$ cat config.mk
export PLATFORM = sky130hd
export DESIGN_NAME = mem_stage_lsu
export DESIGN_NICKNAME = d
export VERILOG_FILES = /design/src/rtl/mem_stage_lsu.sv
export SDC_FILE = /design/constraint.sdc
export NUM_CORES = 1
export LEC_CHECK = 0
export CORE_MARGIN = 1.5
export CORE_UTILIZATION = 40
export CTS_CLUSTER_DIAMETER = 150
export CTS_CLUSTER_SIZE = 8
export DETAILED_ROUTE_END_ITERATION = 6
export MAX_ROUTING_LAYER = met4
export PLACE_DENSITY_LB_ADDON = 0.25
export SYNTH_ARGS = -nofsm -noshare
export SYNTH_HDL_FRONTEND = slang
export SYNTH_SLANG_ARGS = --single-unit
export TNS_END_PERCENT = 50
$ cat constraint.sdc
create_clock -name clk -period 2.19 [get_ports clk]
set_input_delay 0.219 -clock clk [delete_from_list [all_inputs] [get_ports clk]]
set_output_delay 0.219 -clock clk [all_outputs]
set_load 0.03 [all_outputs]
$ cat src/rtl/mem_stage_lsu.sv
// Memory-stage load/store unit: multi-beat loads and stores over the
// data-cache req/resp bus, with valid/ready handshakes on both pipeline sides.
module mem_stage_lsu #(
    parameter int BUS_W  = 64,
    parameter int DATA_W = 64,
    parameter int TAG_W  = 13
) (
    input  logic              clk,
    input  logic              reset,
    input  logic              in_valid,
    output logic              in_ready,
    input  logic              in_is_load,
    input  logic              in_is_store,
    input  logic [63:0]       in_ld_addr,
    input  logic [63:0]       in_st_addr,
    input  logic [DATA_W-1:0] in_st_data,
    output logic              out_valid,
    input  logic              out_ready,
    output logic [DATA_W-1:0] out_ld_data,
    output logic              reqcyc,
    output logic [BUS_W-1:0]  req,
    output logic [TAG_W-1:0]  reqtag,
    input  logic              reqack,
    input  logic [BUS_W-1:0]  resp,
    input  logic              respcyc,
    output logic              respack
);

    localparam int BEATS  = DATA_W / BUS_W;
    localparam int CNT_W  = $clog2(BEATS) + 1;
    localparam int ADDR_W = (BUS_W > 64) ? BUS_W : 64;

    localparam logic [2:0] IDLE    = 3'd0;
    localparam logic [2:0] RD_ADDR = 3'd1;
    localparam logic [2:0] RD_DATA = 3'd2;
    localparam logic [2:0] WR_ADDR = 3'd3;
    localparam logic [2:0] WR_DATA = 3'd4;
    localparam logic [2:0] DONE    = 3'd5;

    localparam logic [TAG_W-1:0] TAG_RD = TAG_W'(3'b011) << (TAG_W - 3);
    localparam logic [TAG_W-1:0] TAG_WR = TAG_W'(3'b111) << (TAG_W - 3);
    localparam logic [CNT_W-1:0] LAST   = CNT_W'(BEATS - 1);

    logic [2:0]        state;
    logic [CNT_W-1:0]  beatCnt;
    logic              pendStore;
    logic [63:0]       stAddr;
    logic [DATA_W-1:0] stData;
    logic              lastBeat;

    assign in_ready = (state == IDLE);
    assign lastBeat = (beatCnt == LAST);

    // Addresses are truncated or zero-extended to the bus width.
    function automatic logic [BUS_W-1:0] addrBeat(input logic [63:0] a);
        logic [ADDR_W-1:0] w;
        w = ADDR_W'(a);
        return w[BUS_W-1:0];
    endfunction

    // Beat 0 is the most significant slice of the operand.
    function automatic logic [BUS_W-1:0] dataBeat(
        input logic [DATA_W-1:0] d,
        input logic [CNT_W-1:0]  idx
    );
        logic [BUS_W-1:0] r;
        r = '0;
        for (int k = 0; k < BEATS; k++) begin
            if (idx == CNT_W'(k)) r = d[DATA_W-1-k*BUS_W -: BUS_W];
        end
        return r;
    endfunction

    function automatic logic [DATA_W-1:0] insertBeat(
        input logic [DATA_W-1:0] d,
        input logic [CNT_W-1:0]  idx,
        input logic [BUS_W-1:0]  b
    );
        logic [DATA_W-1:0] r;
        r = d;
        for (int k = 0; k < BEATS; k++) begin
            if (idx == CNT_W'(k)) r[DATA_W-1-k*BUS_W -: BUS_W] = b;
        end
        return r;
    endfunction

    always_ff @(posedge clk) begin
        if (reset) begin
            state       <= IDLE;
            beatCnt     <= '0;
            pendStore   <= 1'b0;
            stAddr      <= '0;
            stData      <= '0;
            reqcyc      <= 1'b0;
            req         <= '0;
            reqtag      <= '0;
            respack     <= 1'b0;
            out_valid   <= 1'b0;
            out_ld_data <= '0;
        end else begin
            respack <= 1'b0;
            case (state)
                IDLE: begin
                    if (in_valid) begin
                        pendStore   <= in_is_store;
                        stAddr      <= in_st_addr;
                        stData      <= in_st_data;
                        out_ld_data <= '0;
                        beatCnt     <= '0;
                        if (in_is_load) begin
                            state  <= RD_ADDR;
                            reqcyc <= 1'b1;
                            req    <= addrBeat(in_ld_addr);
                            reqtag <= TAG_RD;
                        end else if (in_is_store) begin
                            state  <= WR_ADDR;
                            reqcyc <= 1'b1;
                            req    <= addrBeat(in_st_addr);
                            reqtag <= TAG_WR;
                        end else begin
                            state     <= DONE;
                            out_valid <= 1'b1;
                        end
                    end
                end
                RD_ADDR: begin
                    if (reqack) begin
                        state   <= RD_DATA;
                        beatCnt <= '0;
                        reqcyc  <= 1'b0;
                        req     <= '0;
                        reqtag  <= '0;
                    end
                end
                RD_DATA: begin
                    if (respcyc) begin
                        respack     <= 1'b1;
                        out_ld_data <= insertBeat(out_ld_data, beatCnt, resp);
                        beatCnt     <= beatCnt + 1'b1;
                        if (lastBeat) begin
                            beatCnt <= '0;
                            if (pendStore) begin
                                state  <= WR_ADDR;
                                reqcyc <= 1'b1;
                                req    <= addrBeat(stAddr);
                                reqtag <= TAG_WR;
                            end else begin
                                state     <= DONE;
                                out_valid <= 1'b1;
                            end
                        end
                    end
                end
                WR_ADDR: begin
                    if (reqack) begin
                        state   <= WR_DATA;
                        beatCnt <= '0;
                        req     <= dataBeat(stData, '0);
                    end
                end
                WR_DATA: begin
                    if (reqack) begin
                        if (lastBeat) begin
                            state     <= DONE;
                            beatCnt   <= '0;
                            reqcyc    <= 1'b0;
                            req       <= '0;
                            reqtag    <= '0;
                            out_valid <= 1'b1;
                        end else begin
                            beatCnt <= beatCnt + 1'b1;
                            req     <= dataBeat(stData, beatCnt + 1'b1);
                        end
                    end
                end
                DONE: begin
                    if (out_ready) begin
                        state     <= IDLE;
                        out_valid <= 1'b0;
                    end
                end
                default: state <= IDLE;
            endcase
        end
    end

endmodule
==> flow_metrics.py <==
metrics = {
    "cells_and_area": {
        "fillCellCount": 2557,
        "seqCellArea_mm2": 0.00531,
        "finish.utilization_pct": 59.4,
        "final_area_mm2": 0.0170,
        "area.growth.synth_to_final_pct": 46.2,
        "layout-drive-gt1-share_pct": 5.65,
        "multiInputGateArea_mm2": 0.00573,
        "fin_nets": 1978,
    },
    "global_routing": {
        "met1_usage_pct": 29.0,
        "grt_pass1_wl_mm": 58.4,
        "grt_pass1_vias": 10800,
        "met3_usage_pct": 4.01,
        "met2_usage_pct": 43.1,
        "antenna_found_initial": 3,
        "grt_use_total_pct": 24.9,
        "busiest_layer": "met2",
        "grt.overflow.total": 0,
        "grt_max_degree": 102,
    },
    "clock_network": {
        "post-cts-setup-buffer-count": 0,
        "clk_latency_ns": 0.51,
        "path_clk_slew_ns": 0.05,
        "ctsResizeCount": 4,
        "h-tree-depth": 2,
        "cts_buffer_depth": 3,
        "cts.sinks": 265,
        "cts_root_buffer": "clkbuf_16",
        "cts_buffers": 39,
        "cts_hold_buf": 0,
        "cts_tree": "built",
    },
    "sta": {
        "finalHoldViolCount": 0,
        "setup_tns_ns": 0,
        "period_needed_ns": 2.10,
        "finalSetupViolCount": 0,
        "fmax_mhz": 476,
        "period_share_pct": 96.0,
        "max_slew.worst_pin.slew_ns": 0.532,
        "relSlewSlack_pct": 64.5,
        "skew_ns": 0.0146,
        "finalMaxSlewViolations": 0,
        "rsz0062_at_grt": "no",
    },
    "synth": {
        "postSynthAreaPerCell_um2": 8.57,
        "syn_inst": 1361,
        "ys_ff_latch": 265,
        "synth_cell_types": 42,
        "ys.warnings.count": 0,
        "synthesis.area_mm2": 0.0117,
        "ys_seq_area_share_pct": 45.5,
    },
    "routing": {
        "dr_total_vias": 11000,
        "wl_mm": 37.6,
        "via_per_inst": 5.20,
        "drt-pass1-iter-count": 5,
        "drt_iter0_drc": 566,
        "wl_per_cell_um": 17.8,
        "drc_errors": 0,
        "ant_nets": 0,
    },
    "worst_hold_path": {
        "hold_depth": 2,
        "hold_path_class": "in -> reg",
    },
    "critical_path": {
        "setup.worst_path.start_class": "flip-flop",
        "worst-setup-path-type": "reg -> out",
        "crit_arrival_ns": 1.88,
        "end_kind": "output port",
        "worstRegToRegCells": 6,
        "required_ns": 1.97,
        "worstPathMaxFanout": 20,
    },
    "power_and_ir_drop": {
        "powerDensity_mw_per_mm2": 1040,
        "vdd_drop_max_uv": 625,
        "leakagePower_nw": 6.58,
    },
    "place": {
        "placed_area_mm2": 0.0160,
        "place_congestion": 0.838,
        "place_hpwl_mm": 25.5,
        "portBuffers": 398,
    },
    "floorplan": {
        "die_area_mm2": 0.0302,
        "core-area_mm2": 0.0287,
        "die_h_um": 174,
        "io_pins": 409,
        "fp-row-count": 62,
        "start_util_pct": 40.6,
        "die_x_um": 174,
    },
    "job": {
        "maxCapViolCount": 0,
    },
    "outcome": {
        "status": "complete, no violations",
    },
}
sequential cells by signal (all words and copies together) (netlist names):
name and count:
stData 64, stAddr 64, reqtag 2, respack 1, req 64, pendStore 1, reqcyc 1, out_ld_data 64
state 3, out_valid 1
critical path, stage by stage (launching register included):
cell,delay (ns)
dfxtp_1,0.39
buf_4,0.21
or3_4,0.37
buf_12,0.18
inv_1,0.06
buf_4,0.15
worst paths after layout:
| path | end | start | slack (ns) |
|---|---|---|---|
| max | in_ready | state[1] | 0.09 |
| min | out_valid | reset | 0.05 |
| max reg2reg | req[55] | state[1] | 0.31 |
| min reg2reg | stAddr[36] | stAddr[36] | 0.45 |
cell families (layout without fill, tap and decap cells):
family / count (synthesis) / after routing / synth area share, %
other cells: 1 / 13 / 0.0322
buf+inv: 135 / 483 / 6.21
compound gates: 352 / 352 / 17.8
xor+xnor: 1 / 1 / 0.0751
simple gates: 415 / 415 / 13.9
flops: 265 / 265 / 45.5
mux: 192 / 192 / 16.5
layout by cell type, fill, tap and decap left out, types with 4 or more instances in the layout:
cell,n
a21oi_1,198
a22o_1,64
buf_12,16
buf_4,20
clkbuf_16,40
clkdlybuf4s50_1,395
conb_1,10
dfxtp_1,264
inv_1,4
mux2i_1,192
nand2_1,329
nor2_1,66
nor3_1,5
o21ai_0,70
power by group:
part / leakage (nW) / internal [mW] / switching [mW]
clock network: 0.511 / 3.22 / 2.03
registers: 2.16 / 5.60 / 0.476
logic: 3.91 / 2.73 / 3.64
per-stage QoR:
step | instances | setup slack (ns) | hold slack (ns) | power (mW)
floorplan | 1370 | 0.590 | 0.345 | 10.2
global placement | 2056 | 0.196 | 0.441 | 12.3
detailed placement | 2056 | 0.131 | 0.446 | 12.4
CTS | 2102 | 0.0871 | 0.0199 | 17.8
global route | 2105 | 0.0237 | 0.0358 | 18.6
finish | 2105 | 0.0874 | 0.0475 | 17.7
per-layer routing:
layer	up-vias	part of all wire (%)	wire, um
met1	5145	42	15700
met3	71	5.5	2060
li1	5347	-	-
met4	0	2.8	1070
met5	-	0	0
met2	392	50	18800
cells in the mapped netlist (all sizes together):
library cell / n / area [um^2]
a211oi: 3 / 22.5
a21oi: 199 / 1000
a221oi: 1 / 8.76
a22o: 64 / 561
a31o: 1 / 8.76
a31oi: 2 / 27.5
buf: 69 / 477
clkbuf: 60 / 225
conb: 1 / 3.75
dfxtp: 265 / 5310
inv: 6 / 22.5
mux2i: 192 / 1920
nand2: 329 / 1230
nand2b: 3 / 18.8
nand3: 1 / 5.00
nand3b: 1 / 7.51
nand4: 1 / 6.26
nor2: 66 / 248
nor2b: 3 / 18.8
nor3: 7 / 46.3
nor4: 2 / 12.5
o2111ai: 2 / 17.5
o211a: 1 / 10.0
o211ai: 1 / 7.51
o21a: 2 / 15.0
o21ai: 71 / 359
o21ba: 1 / 10.0
o221a: 1 / 11.3
o22ai: 2 / 12.5
o32ai: 1 / 8.76
or3: 1 / 6.26
or3b: 1 / 11.3
xor2: 1 / 8.76
layout make-up:
class	instances	share of cell area [%]
repair buffers	432	26.1
well taps	384	2.82
multi-input cells	970	33.6
clock buffers	42	5.92
diodes	3	0.0440
clock inverters	3	0.198
inverters	6	0.147
flip-flops and latches	265	31.1
(Power assumes the default switching activity.)
